==> src/rtl/adder_share_pkg.sv <==
// Shared types and constants for the adder time-sharing controller.
//   ctrl_state_t : controller FSM states
//   LAT_CNT_W    : width of the adder latency down-counter (ADD_LATENCY <= 7)
package adder_share_pkg;

  localparam int unsigned LAT_CNT_W = 3;

  typedef enum logic [1:0] {
    IDLE,
    BUSY,
    RESP
  } ctrl_state_t;

endpackage

==> src/rtl/adder_rr_picker.sv <==
// Round-robin picker, purely combinational.
// Rotates the valid vector so that index ptr lands at bit 0, priority-encodes
// the lowest set bit, then rotates the result back to an absolute index.
// Ports:
//   valid     : per-requester valid vector
//   ptr       : highest-priority index for this pick
//   any_valid : at least one requester is valid
//   grant     : index of the first valid requester at or after ptr (mod NUM_REQ)
module adder_rr_picker #(
  parameter int unsigned NUM_REQ = 4,
  parameter int unsigned IDX_W   = $clog2(NUM_REQ)
) (
  input  logic [NUM_REQ-1:0] valid,
  input  logic [IDX_W-1:0]   ptr,
  output logic               any_valid,
  output logic [IDX_W-1:0]   grant
);

  logic [NUM_REQ-1:0] rot;
  logic [IDX_W-1:0]   off;
  logic               found;

  // rot[i] is the requester i positions after ptr
  always_comb begin
    rot = '0;
    for (int unsigned i = 0; i < NUM_REQ; i++) begin
      rot[i] = valid[IDX_W'((i + 32'(ptr)) % NUM_REQ)];
    end
  end

  always_comb begin
    off   = '0;
    found = 1'b0;
    for (int unsigned i = 0; i < NUM_REQ; i++) begin
      if (rot[i] && !found) begin
        found = 1'b1;
        off   = IDX_W'(i);
      end
    end
  end

  assign any_valid = found;
  assign grant     = IDX_W'((32'(off) + 32'(ptr)) % NUM_REQ);

endmodule

==> src/rtl/adder_share_ctrl.sv <==
// Round-robin controller time-sharing one fixed-latency adder among NUM_REQ
// requesters. A grant latches one requester's operands, pulses add_start,
// captures sum/carry ADD_LATENCY cycles later and returns them tagged with
// the requester index.
// Ports:
//   clk, rst             : clock, synchronous active-high reset
//   req_valid/req_ready  : per-requester handshake (ready is one-hot or zero)
//   req_a, req_b, req_cin: per-requester operands, element i = requester i
//   add_start            : one-cycle start pulse to the shared adder
//   add_a, add_b, add_cin: latched operands held for the whole operation
//   add_sum, add_cout    : adder result, valid ADD_LATENCY cycles after start
//   rsp_valid/rsp_ready  : response handshake
//   rsp_id, rsp_sum, rsp_cout : served requester index and captured result
module adder_share_ctrl
  import adder_share_pkg::*;
#(
  parameter int unsigned  NUM_REQ     = 4,
  parameter int unsigned  WIDTH       = 8,
  parameter int unsigned  ADD_LATENCY = 2,
  localparam int unsigned IDX_W       = $clog2(NUM_REQ)
) (
  input  logic                          clk,
  input  logic                          rst,
  input  logic [NUM_REQ-1:0]            req_valid,
  output logic [NUM_REQ-1:0]            req_ready,
  input  logic [NUM_REQ-1:0][WIDTH-1:0] req_a,
  input  logic [NUM_REQ-1:0][WIDTH-1:0] req_b,
  input  logic [NUM_REQ-1:0]            req_cin,
  output logic                          add_start,
  output logic [WIDTH-1:0]              add_a,
  output logic [WIDTH-1:0]              add_b,
  output logic                          add_cin,
  input  logic [WIDTH-1:0]              add_sum,
  input  logic                          add_cout,
  output logic                          rsp_valid,
  input  logic                          rsp_ready,
  output logic [IDX_W-1:0]              rsp_id,
  output logic [WIDTH-1:0]              rsp_sum,
  output logic                          rsp_cout
);

  ctrl_state_t          state_q, state_d;
  logic [IDX_W-1:0]     ptr_q, ptr_d;
  logic [LAT_CNT_W-1:0] cnt_q, cnt_d;
  logic [IDX_W-1:0]     id_q, id_d;
  logic [WIDTH-1:0]     a_q, a_d, b_q, b_d;
  logic                 cin_q, cin_d;
  logic                 start_q, start_d;
  logic [IDX_W-1:0]     rsp_id_q, rsp_id_d;
  logic [WIDTH-1:0]     rsp_sum_q, rsp_sum_d;
  logic                 rsp_cout_q, rsp_cout_d;

  logic             any_valid;
  logic [IDX_W-1:0] grant;

  adder_rr_picker #(
    .NUM_REQ (NUM_REQ),
    .IDX_W   (IDX_W)
  ) u_picker (
    .valid     (req_valid),
    .ptr       (ptr_q),
    .any_valid (any_valid),
    .grant     (grant)
  );

  always_comb begin
    state_d    = state_q;
    ptr_d      = ptr_q;
    cnt_d      = cnt_q;
    id_d       = id_q;
    a_d        = a_q;
    b_d        = b_q;
    cin_d      = cin_q;
    start_d    = 1'b0;
    rsp_id_d   = rsp_id_q;
    rsp_sum_d  = rsp_sum_q;
    rsp_cout_d = rsp_cout_q;
    req_ready  = '0;

    unique case (state_q)
      IDLE: begin
        // Handshake completes combinationally; rst masks the grant.
        if (any_valid && !rst) begin
          req_ready[grant] = 1'b1;
          id_d    = grant;
          a_d     = req_a[grant];
          b_d     = req_b[grant];
          cin_d   = req_cin[grant];
          cnt_d   = LAT_CNT_W'(ADD_LATENCY);
          start_d = 1'b1;
          state_d = BUSY;
        end
      end
      BUSY: begin
        if (cnt_q == '0) begin
          rsp_id_d   = id_q;
          rsp_sum_d  = add_sum;
          rsp_cout_d = add_cout;
          state_d    = RESP;
        end else begin
          cnt_d = cnt_q - LAT_CNT_W'(1);
        end
      end
      RESP: begin
        if (rsp_ready) begin
          ptr_d   = IDX_W'((32'(id_q) + 32'd1) % NUM_REQ);
          state_d = IDLE;
        end
      end
      default: state_d = IDLE;
    endcase
  end

  always_ff @(posedge clk) begin
    if (rst) begin
      state_q    <= IDLE;
      ptr_q      <= '0;
      cnt_q      <= '0;
      id_q       <= '0;
      a_q        <= '0;
      b_q        <= '0;
      cin_q      <= 1'b0;
      start_q    <= 1'b0;
      rsp_id_q   <= '0;
      rsp_sum_q  <= '0;
      rsp_cout_q <= 1'b0;
    end else begin
      state_q    <= state_d;
      ptr_q      <= ptr_d;
      cnt_q      <= cnt_d;
      id_q       <= id_d;
      a_q        <= a_d;
      b_q        <= b_d;
      cin_q      <= cin_d;
      start_q    <= start_d;
      rsp_id_q   <= rsp_id_d;
      rsp_sum_q  <= rsp_sum_d;
      rsp_cout_q <= rsp_cout_d;
    end
  end

  assign add_start = start_q;
  assign add_a     = a_q;
  assign add_b     = b_q;
  assign add_cin   = cin_q;
  assign rsp_valid = (state_q == RESP);
  assign rsp_id    = rsp_id_q;
  assign rsp_sum   = rsp_sum_q;
  assign rsp_cout  = rsp_cout_q;

endmodule

==> config.mk <==
export PLATFORM = sky130hd
export DESIGN_NAME = adder_share_ctrl
export DESIGN_NICKNAME = d
export VERILOG_FILES = /design/src/rtl/adder_share_pkg.sv /design/src/rtl/adder_rr_picker.sv /design/src/rtl/adder_share_ctrl.sv
export SDC_FILE = /design/constraint.sdc
export NUM_CORES = 1
export LEC_CHECK = 0
export ABC_AREA = 1
export CAP_MARGIN = 15
export CELL_PAD_IN_SITES_DETAIL_PLACEMENT = 0
export CELL_PAD_IN_SITES_GLOBAL_PLACEMENT = 1
export CORE_ASPECT_RATIO = 0.8
export CORE_MARGIN = 2
export CORE_UTILIZATION = 28
export CTS_CLUSTER_DIAMETER = 200
export DETAILED_ROUTE_END_ITERATION = 10
export GPL_TIMING_DRIVEN = 1
export PLACE_DENSITY_LB_ADDON = 0.1
export SYNTH_ARGS = -nofsm -noshare
export SYNTH_HDL_FRONTEND = slang
export SYNTH_SLANG_ARGS = --single-unit
==> constraint.sdc <==
create_clock -name clk -period 8.84 [get_ports clk]
set_clock_uncertainty 0.1 [all_clocks]
set_input_delay 2.21 -clock clk [delete_from_list [all_inputs] [get_ports clk]]
set_output_delay 2.21 -clock clk [all_outputs]
set_load 0.1 [all_outputs]
==> results of run 1 <==
flip-flops by register name, indices dropped and copies added, names as in the netlist:
register	flops
add_a	8
add_b	8
add_cin	1
add_start	1
cnt_q	3
id_q	2
ptr_q	2
rsp_cout	1
rsp_id	2
rsp_sum	8
state_q	2
layer usage:
| layer | global-route usage [%] | up-vias | routed length [microns] |
|---|---|---|---|
| li1 | - | 1492 | - |
| met1 | 19.6 | 1150 | 3390 |
| met2 | 26.5 | 66 | 3200 |
| met3 | 5.13 | 5 | 531 |
| met4 | 3.50 | 0 | 54 |
| met5 | 0 | - | 0 |
cell families after synthesis:
group                      count (synthesis)  synth area share (%)
DFF                                       38                  31.0
adders and majority gates                  3                  1.53
xor gates and xnor gates                   3                  1.07
buffers and inverters                     74                  13.3
AOI/OAI and AO/OA                         38                  7.91
and+or+nand+nor                          264                  45.2
power by group through the flow:
stage               Clock (uW)  Sequential [uW]  Combinational [uW]
floorplan                    0              333                 145
global placement             0              211                 366
detailed placement           0              211                 367
CTS                        154              207                 368
global route               161              210                 396
finish                     148              206                 363
placed cells by master, fill, tap and decap left out, drive strengths merged, types with 5 or more instances in the layout:
master	instances
dfxtp	38
nand2	185
o21ai	14
nor2	34
clkbuf	5
buf	5
a21oi	22
nand3	41
clkdlybuf4s50	113
inv	54
cell type report:
class	instances	area (sq um)
clock inverters	3	45.0
fillers	912	4720
repair buffers	118	1170
multi-input cells	308	1370
well taps	112	140
inverters	55	211
clock buffers	5	68.8
flip-flops and latches	38	761
worst max-delay path, delay by kind of cell:
family,cells,cell delay [ns]
buffers and inverters,4,0.98
adders and majority gates,1,0.18
xor gates and xnor gates,1,0.28
and+or+nand+nor,8,1.12
AOI/OAI and AO/OA,1,0.15
stage by stage:
stage,hold slack [ns],utilization (%)
detailed placement,0.402,43.0
floorplan,0.364,-
CTS,0.415,44.3
finish,0.416,44.3
global route,0.449,44.3
global placement,0.394,43.0
worst paths after layout:
kind / start / endpoint / slack, ns
worst max-delay path: req_valid[1] / req_ready[1] / 1.59
worst min-delay path: cnt_q[0]$_SDFFE_PP0P_ / cnt_q[0]$_SDFFE_PP0P_ / 0.42
worst max register to register: ptr_q[0]$_SDFFE_PP0P_ / add_b[0]$_SDFFE_PP0P_ / 5.98
worst min register to register: cnt_q[0]$_SDFFE_PP0P_ / cnt_q[0]$_SDFFE_PP0P_ / 0.42
==> results.py, run 1 <==
metrics = {
    "status": {
        "status": "complete, no violations",
    },
    "clock_network": {
        "path_clk_slew_ns": 0.08,
        "cts_tree": "yes",
        "clock_latency_ns": 0.29,
        "numCtsBuffers": 5,
        "cts_hold_buf": 0,
        "cts.htree.levels": 2,
        "cts.sinks": 38,
        "clock-root-buffer": "clkbuf_8",
        "cts_resized": 0,
        "cts_setup_buffers": 0,
        "clockBufferDepth": 2,
    },
    "timing": {
        "fmax_mhz": 138,
        "post-route-period-util_pct": 82.0,
        "post-route-min-period_ns": 7.25,
        "worst_slew_pin_slew_ns": 1.03,
        "rsz0062_at_grt": "false",
        "setup_tns_ns": 0,
        "setup_viol": 0,
        "slew_viol_final": 0,
        "slew_headroom_pct": 30.8,
        "final-hold-violation-count": 0,
        "setup_slack_ns": 1.59,
    },
    "synth": {
        "synth.area.top_cells": "dfxtp_1, nand2_1, nand3_1, inv_1, nor2_1",
        "synth.most_common_cell": "nand2_1",
        "synth_cells": 420,
        "synthArstFlopShare_pct": 0,
        "ys_seq_elements": 38,
        "yosysTopAreaCellShare_pct": 31.0,
        "synth-edff-count": 0,
        "syn_area_per_cell_sq_um": 5.84,
        "syn_nets": 507,
        "synth.yosys.seq_area_share_pct": 31.0,
        "ys.flop_type": "dfxtp_1",
        "syn_area_sq_mm": 0.00245,
        "ys_warn_count": 0,
        "yosys-top-cells-count": "nand2_1, inv_1, nand3_1",
        "yosysTopAreaCell": "dfxtp_1",
        "yosysUniqueCellTypes": 27,
    },
    "layout": {
        "stdcell_area_sq_mm": 0.00376,
        "diodes": 0,
        "nNetsFinal": 613,
        "drive_gt1_share_pct": 5.31,
        "syn2layout_area_growth_pct": 53.4,
        "fin_cells": 639,
    },
    "critical_path": {
        "cp-end-kind": "primary output",
        "rr_worst_depth": 16,
        "critical_path_class": "in2out",
        "crit_top_cell": "nand2_1",
        "arrival_ns": 4.94,
        "slowest_stage": "clkdlybuf4s50_1",
        "crit_chain": "clkdlybuf4s50_1 -> inv_1 -> nand2_1 -> nand2_1 -> nand2_1 -> nand2_1 -> a31oi_1 -> nor2_1 -> ha_1 -> xor2_1 -> inv_1 -> nand3_4 -> nand2_2 -> nor3_1 -> buf_4",
        "crit_fanout": 21,
        "max_stage_delay_ns": 0.48,
        "required_ns": 6.53,
        "startpoint_type": "primary input",
    },
    "power": {
        "intPower_uw": 387,
        "power_per_cell_area_mw_per_mm2": 191,
        "pwr-share-clk_pct": 20.6,
        "p_leak_uw": 0.00182,
        "power.share.switching_pct": 46.0,
        "seqPwrFrac_pct": 28.8,
        "ir_worst_vdd_mv": 0.0682,
        "report.power.total_uw": 717,
        "netSwitchingPower_uw": 330,
        "combPwrFrac_pct": 50.6,
    },
    "drt": {
        "drc_errors": 0,
        "wirelength_microns": 7170,
        "ant_nets": 0,
        "routedWlPerCell_microns": 11.2,
        "vias": 2713,
        "dr.pass1.iters": 4,
        "drt-initial-drc-count": 130,
        "via_per_inst": 4.25,
    },
    "placement": {
        "pre_cts_slack_ns": 1.61,
        "place_inst": 631,
        "placed_cell_area_sq_mm": 0.00365,
        "dp_hpwl_microns": 5420,
        "place_congestion": 0.788,
        "io_buffer_count": 117,
    },
    "floorplan": {
        "num_io_pins": 118,
        "die_area_sq_mm": 0.00952,
        "die_h_microns": 87.7,
        "start_util_pct": 28.9,
        "die_x_microns": 109,
        "core_sq_mm": 0.00848,
        "rows": 30,
    },
    "min_path": {
        "hold_depth": 2,
        "hold_class": "reg2reg",
    },
    "global_route": {
        "grt_first_pass_wirelength_microns": 11900,
        "grt_pass1_vias": 2588,
        "grt-ovfl-total": 0,
        "grt_usage_pct": 15.7,
        "grt_max_degree": 38,
        "antenna_found_initial": 0,
    },
    "flow_run": {
        "cap_violations": 0,
    },
}
No activity file was read; power rests on OpenSTA's default activity.
==> run 2: changes to the inputs <==
--- a/config.mk
+++ b/config.mk
@@ -11,7 +11,7 @@
 export CELL_PAD_IN_SITES_GLOBAL_PLACEMENT = 1
 export CORE_ASPECT_RATIO = 0.8
 export CORE_MARGIN = 2
-export CORE_UTILIZATION = 28
+export CORE_UTILIZATION = 24
 export CTS_CLUSTER_DIAMETER = 200
 export DETAILED_ROUTE_END_ITERATION = 10
 export GPL_TIMING_DRIVEN = 1
==> constraint.sdc (replaced) <==
create_clock -name clk -period 6.1 [get_ports clk]
set_clock_uncertainty 0.1 [all_clocks]
set_input_delay 1.525 -clock clk [delete_from_list [all_inputs] [get_ports clk]]
set_output_delay 1.525 -clock clk [all_outputs]
set_load 0.1 [all_outputs]
==> run 2 against run 1 <==
  * Combinational power grew 50%
  * Critical path depth is 1 higher
  * Total power increased by 65%
  * Worst hold slack lost 0.019 ns
  * Clock-buffer cell count unchanged
  * Sequential power rose by 45%
  * Flip-flop and latch count unchanged
  * Sequential share of layout area decreased by 1.1 points
==> results.py, run 2 (synthesis gave the netlist of run 1 again) <==
metrics = {
    "layout": {
        "stdcell_area_sq_mm": 0.00397,
        "regArea_sq_um": 761,
        "drive_gt1_share_pct": 6.58,
        "nNetsFinal": 618,
        "diodes": 0,
        "fin_cells": 668,
        "final_cell_mix": "nand2_1, clkdlybuf4s50_1, inv_1",
        "fillerInstances": 1070,
        "syn2layout_area_growth_pct": 61.9,
        "multi_input_area_sq_mm": 0.00138,
        "final_common_cell": "nand2_1",
    },
    "placement": {
        "dp_hpwl_microns": 5620,
        "place_congestion": 0.750,
        "io_buffer_count": 117,
        "place_inst": 660,
        "placed_cell_area_sq_mm": 0.00377,
    },
    "critical_path": {
        "max_stage_delay_ns": 0.48,
        "arrival_ns": 3.96,
        "crit_fanout": 18,
        "critical_path_class": "in2out",
        "cp-end-kind": "primary output",
        "required_ns": 4.47,
        "crit_top_cell": "nand2_1",
        "startpoint_type": "primary input",
        "crit_chain": "clkdlybuf4s50_1 -> inv_1 -> nand2_1 -> nand2_1 -> nand2_1 -> nand2_1 -> a31oi_1 -> nor2_1 -> ha_1 -> xor2_1 -> inv_1 -> nand3_4 -> nand2_2 -> nand2_1 -> nor2_1 -> buf_12",
        "slowest_stage": "clkdlybuf4s50_1",
    },
    "global_route": {
        "grt-ovfl-total": 0,
        "grt_max_degree": 36,
        "grt_first_pass_wirelength_microns": 12800,
        "grt_pass1_vias": 2666,
        "grt_usage_pct": 14.8,
        "antenna_found_initial": 0,
    },
    "drt": {
        "vias": 2774,
        "via_per_inst": 4.15,
        "dr.pass1.iters": 4,
        "drt-initial-drc-count": 110,
        "ant_nets": 0,
        "wirelength_microns": 7730,
        "routedWlPerCell_microns": 11.6,
        "drc_errors": 0,
    },
    "clock_network": {
        "clock_latency_ns": 0.28,
        "numCtsBuffers": 5,
        "clockBufferDepth": 2,
        "cts_tree": "yes",
        "cts_setup_buffers": 0,
        "path_clk_slew_ns": 0.06,
        "cts.htree.levels": 2,
        "cts_resized": 0,
        "cts_hold_buf": 0,
        "cts.sinks": 38,
        "clock-root-buffer": "clkbuf_16",
    },
    "timing": {
        "slew_viol_final": 0,
        "post-route-period-util_pct": 91.6,
        "rsz0062_at_grt": "false",
        "setup_viol": 0,
        "worst_slew_pin_slew_ns": 1.01,
        "fmax_mhz": 179,
        "final-hold-violation-count": 0,
        "post-route-min-period_ns": 5.58,
        "setup_tns_ns": 0,
        "slew_headroom_pct": 32.5,
    },
    "power": {
        "netSwitchingPower_uw": 499,
        "seqPwrFrac_pct": 25.3,
        "power.share.switching_pct": 42.1,
        "combPwrFrac_pct": 45.8,
        "p_leak_uw": 0.00190,
        "ir_worst_vdd_mv": 0.0978,
        "pwr-share-clk_pct": 29.0,
        "power_per_cell_area_mw_per_mm2": 299,
        "intPower_uw": 686,
    },
    "min_path": {
        "hold_class": "reg2reg",
    },
    "status": {
        "status": "complete, no violations",
    },
    "floorplan": {
        "die_h_microns": 94.4,
        "die_area_sq_mm": 0.0110,
        "die_x_microns": 117,
        "rows": 32,
        "num_io_pins": 118,
        "start_util_pct": 25.1,
        "core_sq_mm": 0.00977,
    },
    "flow_run": {
        "cap_violations": 0,
    },
}
## run 2: cell types whose count changed in the layout (fill, tap and decap cells not counted), sizes merged
cell      previous run  this run
clkinvlp             2         0
clkinv               1         2
buf                  5        10
bufinv               1         2
## run 2: path summary, 6_finish.rpt
check	start	end	slack [ns]	cells after the start
setup reg to reg	ptr_q[0]$_SDFFE_PP0P_	add_cin$_SDFFE_PP0P_	3.23	17
setup / recovery	req_valid[1]	req_ready[3]	0.52	16
hold reg to reg	id_q[0]$_SDFFE_PP0P_	rsp_id[0]$_SDFFE_PP0P_	0.40	2
hold / removal	id_q[0]$_SDFFE_PP0P_	rsp_id[0]$_SDFFE_PP0P_	0.40	2
## run 2: worst max-delay path: cells and delay by family
family	cells	cell delay (ns)
AOI/OAI and AO/OA	1	0.15
xor gates and xnor gates	1	0.18
adders and majority gates	1	0.18
buffers and inverters	4	0.86
and+or+nand+nor	9	1.05
## run 2: metrics by stage
| step | worst slack, ns | hold slack (ns) | power (uW) | utilization (%) |
|---|---|---|---|---|
| after detailed placement | 0.508 | 0.393 | 853 | 38.6 |
| after CTS | 0.500 | 0.404 | 1200 | 40.6 |
| after global routing | 0.343 | 0.432 | 1260 | 40.6 |
| final | 0.515 | 0.397 | 1190 | 40.6 |
| after global placement | 0.544 | 0.386 | 853 | 38.6 |
| after floorplan | 0.342 | 0.364 | 693 | - |
## run 2: per-layer routing
layer,vias up,routed length [microns],GRT usage [%]
met4,0,55,3.24
li1,1505,-,-
met5,-,0,0
met1,1182,3600,18.5
met2,83,3530,25.4
met3,4,552,4.24
## run 2: area by class of cell
class | count | share of cell area (%)
Clock inverter | 3 | 1.73
Timing Repair Buffer | 123 | 31.7
Inverter | 55 | 5.33
Tap cell | 136 | 4.29
Sequential cell | 38 | 19.2
Multi-Input combinational cell | 308 | 34.7
Clock buffer | 5 | 3.15
## run 2: power groups by stage
stage / Clock [uW] / Sequential (uW) / Combinational, uW
final: 344 / 299 / 543
after global routing: 363 / 304 / 589
after CTS: 353 / 300 / 550
after detailed placement: 0 / 305 / 548
after global placement: 0 / 304 / 549
after floorplan: 0 / 482 / 211
